==> src/rtl/timer_pkg.sv <==
// timer_pkg: shared encodings and round-robin pick helper for the shared timer
package timer_pkg;
   localparam int CNT_W_DEF = 32;
   localparam int MAX_REQ = 8;
   localparam logic ST_IDLE = 1'b0;
   localparam logic ST_RUN = 1'b1;
   // returns {valid, index}; lowest offset from ptr (with wrap modulo n) wins
   function automatic logic [3:0] rr_pick(input logic [MAX_REQ-1:0] req, input logic [2:0] ptr, input int n);
      logic [3:0] r;
      int i;
      r = '0;
      for (int k = MAX_REQ - 1; k >= 0; k--) begin
         i = int'(ptr) + k;
         i = i >= n ? i - n : i;
         if (k < n && req[i[2:0]]) r = {1'b1, i[2:0]};
      end
      return r;
   endfunction
endpackage

==> src/rtl/rr_arbiter.sv <==
// rr_arbiter: combinational round-robin pick starting at ptr
module rr_arbiter
   import timer_pkg::*;
#(
   parameter int NUM_REQ = 4,
   parameter int PTR_W = $clog2(NUM_REQ)
) (
   input logic [NUM_REQ-1:0] req,
   input logic [PTR_W-1:0] ptr,
   output logic valid,
   output logic [PTR_W-1:0] idx
);
   logic [3:0] pick;
   always_comb pick = rr_pick(MAX_REQ'(req), 3'(ptr), NUM_REQ);
   assign valid = pick[3];
   assign idx = PTR_W'(pick[2:0]);
endmodule

==> src/rtl/shared_timer_arbiter.sv <==
// shared_timer_arbiter: one terminal-count timer shared round-robin between requesters
module shared_timer_arbiter
   import timer_pkg::*;
#(
   parameter int NUM_REQ = 4,
   parameter int CNT_W = CNT_W_DEF,
   parameter int PTR_W = $clog2(NUM_REQ)
) (
   input logic basys_clock,
   input logic rst_n,
   input logic [NUM_REQ-1:0] req,
   input logic [NUM_REQ-1:0] periodic,
   input logic [NUM_REQ*CNT_W-1:0] m_req,
   output logic [NUM_REQ-1:0] grant,
   output logic [NUM_REQ-1:0] done,
   output logic busy,
   output logic [CNT_W-1:0] m_value,
   output logic clk_out
);
   logic state, state_n, mode, mode_n, busy_n, clk_n, win_v, term, abort;
   logic [NUM_REQ-1:0] grant_n, done_n;
   logic [CNT_W-1:0] cnt, cnt_n, m_n;
   logic [PTR_W-1:0] ptr, ptr_n, own, own_n, win, own_inc;
   rr_arbiter #(.NUM_REQ(NUM_REQ), .PTR_W(PTR_W)) u_rr (.req(req), .ptr(ptr), .valid(win_v), .idx(win));
   assign abort = !req[own];
   assign term = cnt == m_value;
   assign own_inc = own == PTR_W'(NUM_REQ - 1) ? '0 : own + 1'b1;
   always_ff @(posedge basys_clock)
      if (!rst_n) begin
         state <= ST_IDLE;
         grant <= '0;
         done <= '0;
         busy <= 1'b0;
         m_value <= '0;
         clk_out <= 1'b0;
         cnt <= '0;
         ptr <= '0;
         own <= '0;
         mode <= 1'b0;
      end else begin
         state <= state_n;
         grant <= grant_n;
         done <= done_n;
         busy <= busy_n;
         m_value <= m_n;
         clk_out <= clk_n;
         cnt <= cnt_n;
         ptr <= ptr_n;
         own <= own_n;
         mode <= mode_n;
      end
   always_comb state_n = state == ST_IDLE ? (win_v ? ST_RUN : ST_IDLE)
                                          : (abort || (term && !mode)) ? ST_IDLE : ST_RUN;
   // abort outranks terminal count, so an aborted grant never sees done
   always_comb begin
      grant_n = grant;
      done_n = '0;
      busy_n = busy;
      m_n = m_value;
      mode_n = mode;
      clk_n = clk_out;
      cnt_n = cnt;
      ptr_n = ptr;
      own_n = own;
      if (state == ST_IDLE) begin
         if (win_v) begin
            grant_n = NUM_REQ'(1) << win;
            busy_n = 1'b1;
            m_n = m_req[win*CNT_W +: CNT_W];
            mode_n = periodic[win];
            cnt_n = '0;
            clk_n = 1'b0;
            own_n = win;
         end
      end else if (abort || (term && !mode)) begin
         done_n = abort ? '0 : grant;
         grant_n = '0;
         busy_n = 1'b0;
         m_n = '0;
         clk_n = 1'b0;
         ptr_n = own_inc;
      end else if (term) begin
         done_n = grant;
         clk_n = !clk_out;
         cnt_n = '0;
      end else cnt_n = cnt + 1'b1;
   end
endmodule
==> config.mk <==
export PLATFORM = sky130hd
export DESIGN_NAME = shared_timer_arbiter
export DESIGN_NICKNAME = d
export VERILOG_FILES = /design/src/rtl/timer_pkg.sv /design/src/rtl/rr_arbiter.sv /design/src/rtl/shared_timer_arbiter.sv
export SDC_FILE = /design/constraint.sdc
export NUM_CORES = 1
export LEC_CHECK = 0
export ABC_CLOCK_PERIOD_IN_PS = 5700
export CELL_PAD_IN_SITES_DETAIL_PLACEMENT = 1
export CELL_PAD_IN_SITES_GLOBAL_PLACEMENT = 1
export CORE_AREA = 4 4 132 134
export CTS_CLUSTER_DIAMETER = 30
export DETAILED_ROUTE_END_ITERATION = 12
export DIE_AREA = 0 0 136 138
export GPL_TIMING_DRIVEN = 0
export PLACE_DENSITY_LB_ADDON = 0.2
export SLEW_MARGIN = 20
export SYNTH_ARGS = -nofsm -noshare
export SYNTH_HDL_FRONTEND = slang
export SYNTH_HIERARCHICAL = 1
export SYNTH_SLANG_ARGS = --single-unit
==> constraint.sdc <==
create_clock -name basys_clock -period 5.7 [get_ports basys_clock]
set_input_delay 1.14 -clock basys_clock [delete_from_list [all_inputs] [get_ports basys_clock]]
set_output_delay 1.14 -clock basys_clock [all_outputs]
set_load 0.05 [all_outputs]
==> out/qor.txt <==
OUTCOME
------------------------------------------------------------------------
Outcome ...................................................    completed

CELLS AND AREA
------------------------------------------------------------------------
Ant diodes ................................................            0
Share of cells above drive strength 1 .....................        9.73%
Synthesis-to-layout area growth ...........................        49.0%
Number of nets in the final layout ........................          876

SYNTHESIS
------------------------------------------------------------------------
Commonest cells in the synthesized netlist ................ 111 x nand2_1, 80 x dfxtp_1, 57 x a21oi_1
Cell with the most instances after synthesis ..............      nand2_1
Library cells used by synthesis ...........................           51
Cells taking the most area after synthesis ................ dfxtp_1 33%, mux4_2 16%, nand2_1 8.7%, a21oi_1 5.9%, xnor2_1 5.6%
Mapped Nets ...............................................          687
Post-synthesis instance total .............................          546
Async set or reset register ratio after synthesis .........           0%
Total standard cell area after synthesis ..................     4810 um2
Number of warnings reported in the yosys synthesis log ....            6
Largest area contributor in the netlist ...................      dfxtp_1
Post-synthesis sequential element count ...................           80
Synthesized area per cell .................................     8.81 um2
Number of flops mapped to enable cells by yosys ...........            0
Sequential-to-total area share from yosys stat ............        33.3%
Top_reg_cell synth ........................................      dfxtp_1
Post-synth top area share .................................        33.3%

MIN PATH
------------------------------------------------------------------------
Worst hold path startpoint ................................ grant[3]$_SDFFE_PN0P_
Class of the most critical hold timing path ............... flip-flop to flip-flop

GRT
------------------------------------------------------------------------
Total grt overflow ........................................            0
Initial antenna violation count ...........................            0
First-pass GRT wire length ................................     30200 um
Total global-route track usage ............................        20.6%
Largest net degree at the start of global routing .........           14
Vias in the first global route ............................         5358

STA
------------------------------------------------------------------------
Setup repair after global routing missed its margin .......           no
Actual slew at the worst max-slew pin .....................     0.930 ns
Final hold violation count ................................            0
Post-route clock period utilization .......................        73.8%
Final period demand of the worst path .....................      4.21 ns
Count of final max-slew check failures ....................            0
Final setup violating endpoints ...........................            0
Final total negative setup slack ..........................         0 ns
PnR worst setup slack .....................................      1.49 ns
Worst relative slew slack .................................        37.4%
Maximum achievable frequency ..............................    0.238 GHz
Clock tree skew after final layout ........................   0.00796 ns

CLOCK NETWORK
------------------------------------------------------------------------
CTS Buf Count .............................................            9
Buffers inserted by post-CTS timing repair ................            0
Clock latency on the worst-skew pair ......................      0.34 ns
Count of instances resized after the clock tree is built ..            0
Level count of the clock H-tree ...........................            3
Hold Buf Count CTS ........................................            0
Root buffer selected by CTS ...............................    clkbuf_16
Buffer levels on the longest clock path ...................            2
Clock tree from TritonCTS .................................        built
CTS clk-pin slew, worst paths .............................      0.06 ns
Clk sinks .................................................           80

WORST SETUP PATH
------------------------------------------------------------------------
Crit path DAT .............................................      4.44 ns
Data required time at the worst endpoint ..................      5.93 ns
Most used cell along the critical path ....................       mux4_2
Path type of the worst setup path ......................... input port to flip-flop
Critical-path cell with the highest stage delay ...........     clkbuf_1
Crit end category .........................................    flip-flop
Chain of cells forming the critical path .................. clkdlybuf4s50_1 > mux4_2 > o311a_1 > o22ai_2 > clkbuf_1 > buf_2 > mux4_2 > nand2_1 > a21oi_1
Critical Path Source ......................................       req[1]
Maximum net fanout on the critical path ...................           10
Reg2reg start ............................................. ptr[1]$_SDFFE_PN0P_
CP max stage delay ........................................      0.69 ns
Startpoint types ..........................................   input port

ROUTE
------------------------------------------------------------------------
Number of nets still failing antenna checks after routing .            0
Number of DRC violations after detailed routing ...........            0
Iteration count of the initial detailed-routing pass ......            4
Vias per cell .............................................         5.10
Total routed wirelength ...................................     18900 um
Detail-routed net length per standard cell ................      19.7 um
Via total after detailed routing ..........................         4895
Initial DRC Count .........................................          250

DIE
------------------------------------------------------------------------
Area of the die ...........................................    18800 um2
Cell row count ............................................           47
Number of placed I/O pins .................................          180
Starting density of the core ..............................        29.5%
Core box area .............................................    16300 um2
Height of the die .........................................       138 um
Die width .................................................       136 um

PLACE
------------------------------------------------------------------------
Gp weighted congestion ....................................        0.835
Pre-CTS setup slack .......................................      1.07 ns
Number of buffer cells added on primary ports .............          178
Dpl hpwl ..................................................     15700 um

POWER AND IR DROP
------------------------------------------------------------------------
Power per standard cell area ..............................   281 nW/um2
Internal power component ..................................      1.31 mW
Switching Share ...........................................        35.0%
Share of total power in the clock network .................        29.1%
Switching Power ...........................................       706 uW
Overall power of the completed layout .....................      2.01 mW
Leakage ...................................................      2.42 nW
Part of the total power dissipated in sequential elements .        32.6%
Combinational fraction of design power ....................        38.3%
Maximum resistive drop on vdd .............................       153 uV

FLOW RUN
------------------------------------------------------------------------
MaxCap Viol Count .........................................            0

==> state kept, by name, indices dropped and copies added (netlist names) <==
signal and flops:
m_value 32, clk_out 1, ptr 2, done 4, mode 1, state 1, busy 1, cnt 32
grant 4, own 2
==> routing by layer <==
layer	track usage, %	part of all wire, %	vias to the layer above
met1	25.3	42	2367
met5	0	0	-
met4	5.68	1.7	0
li1	-	-	2374
met2	36.0	51	134
met3	4.65	5.5	20
==> per-stage QoR <==
step	hold slack [ns]	std cells	utilization (%)	cell area (um2)
floorplan	0.458	546	-	4810
global placement	0.472	944	42.2	6870
detailed placement	0.477	944	42.2	6870
CTS	0.487	960	44.0	7170
global route	0.507	960	44.0	7170
finish	0.486	960	44.0	7170
==> area by class of cell <==
class	count	area (um2)
Sequential cell	80	1600
Fill cell	1870	9120
Buffer	36	170
Clock buffer	11	243
Timing Repair Buffer	178	1780
Clock inverter	5	56.3
Multi-Input combinational cell	416	2990
Inverter	14	52.6
Tap cell	220	275
==> worst max-delay path: cells and delay by family <==
kind / cells / cell delay [ns]
buffers and inverters: 3 / 1.70
multiplexers: 2 / 1.13
AND/OR/NAND/NOR: 1 / 0.10
AO/OA/AOI/OAI: 3 / 0.35
==> cell families after synthesis <==
| logic type | Yosys count | share of synthesized area, % |
|---|---|---|
| and+or+nand+nor | 229 | 23.5 |
| adders and majority gates | 3 | 0.780 |
| muxes | 41 | 17.7 |
| DFF | 80 | 33.3 |
| xor gates and xnor gates | 32 | 5.98 |
| buffers and inverters | 50 | 4.63 |
| AOI/OAI and AO/OA | 111 | 14.2 |
==> power groups by stage <==
stage | combinational (mW) | clock (mW) | sequential, mW
2_1_floorplan | 0.366 | 0 | 0.783
3_3_place_gp | 0.767 | 0 | 0.668
3_5_place_dp | 0.780 | 0 | 0.671
4_1_cts | 0.782 | 0.599 | 0.659
5_1_grt | 0.825 | 0.628 | 0.664
6_report | 0.771 | 0.586 | 0.658
==> cell usage in the layout, fill, tap and decap left out, drive strengths merged, types with 2 or more instances in the layout <==
cell / synthesis / final
a22oi: 3 / 3
buf: 13 / 13
and2: 9 / 9
clkdlybuf4s50: 0 / 178
o21a: 3 / 3
clkinv: 1 / 4
dfxtp: 80 / 80
nor2: 17 / 17
a31oi: 3 / 3
o211ai: 4 / 4
and3: 5 / 5
nor4: 9 / 9
nor3: 9 / 9
o21ai: 17 / 17
nor3b: 5 / 5
mux4: 35 / 35
o311a: 2 / 2
mux2i: 5 / 5
xnor2: 32 / 32
nand4: 15 / 15
clkbuf: 23 / 34
a221o: 6 / 6
ha: 3 / 3
o31a: 3 / 3
nand3: 23 / 23
a21oi: 57 / 57
or3: 11 / 11
nand2: 112 / 112
nor2b: 6 / 6
a41oi: 2 / 2
inv: 13 / 13
a211oi: 3 / 3
or4: 3 / 3
==> worst paths after layout <==
kind,endpoint,slack [ns],cells past startpoint
worst max-delay path,mode$_SDFFE_PN0P_,1.49,9
worst min-delay path,grant[3]$_SDFFE_PN0P_,0.49,2
worst max register to register,mode$_SDFFE_PN0P_,2.27,9
worst min register to register,grant[3]$_SDFFE_PN0P_,0.49,2
Power figures use the tool's default switching activity.
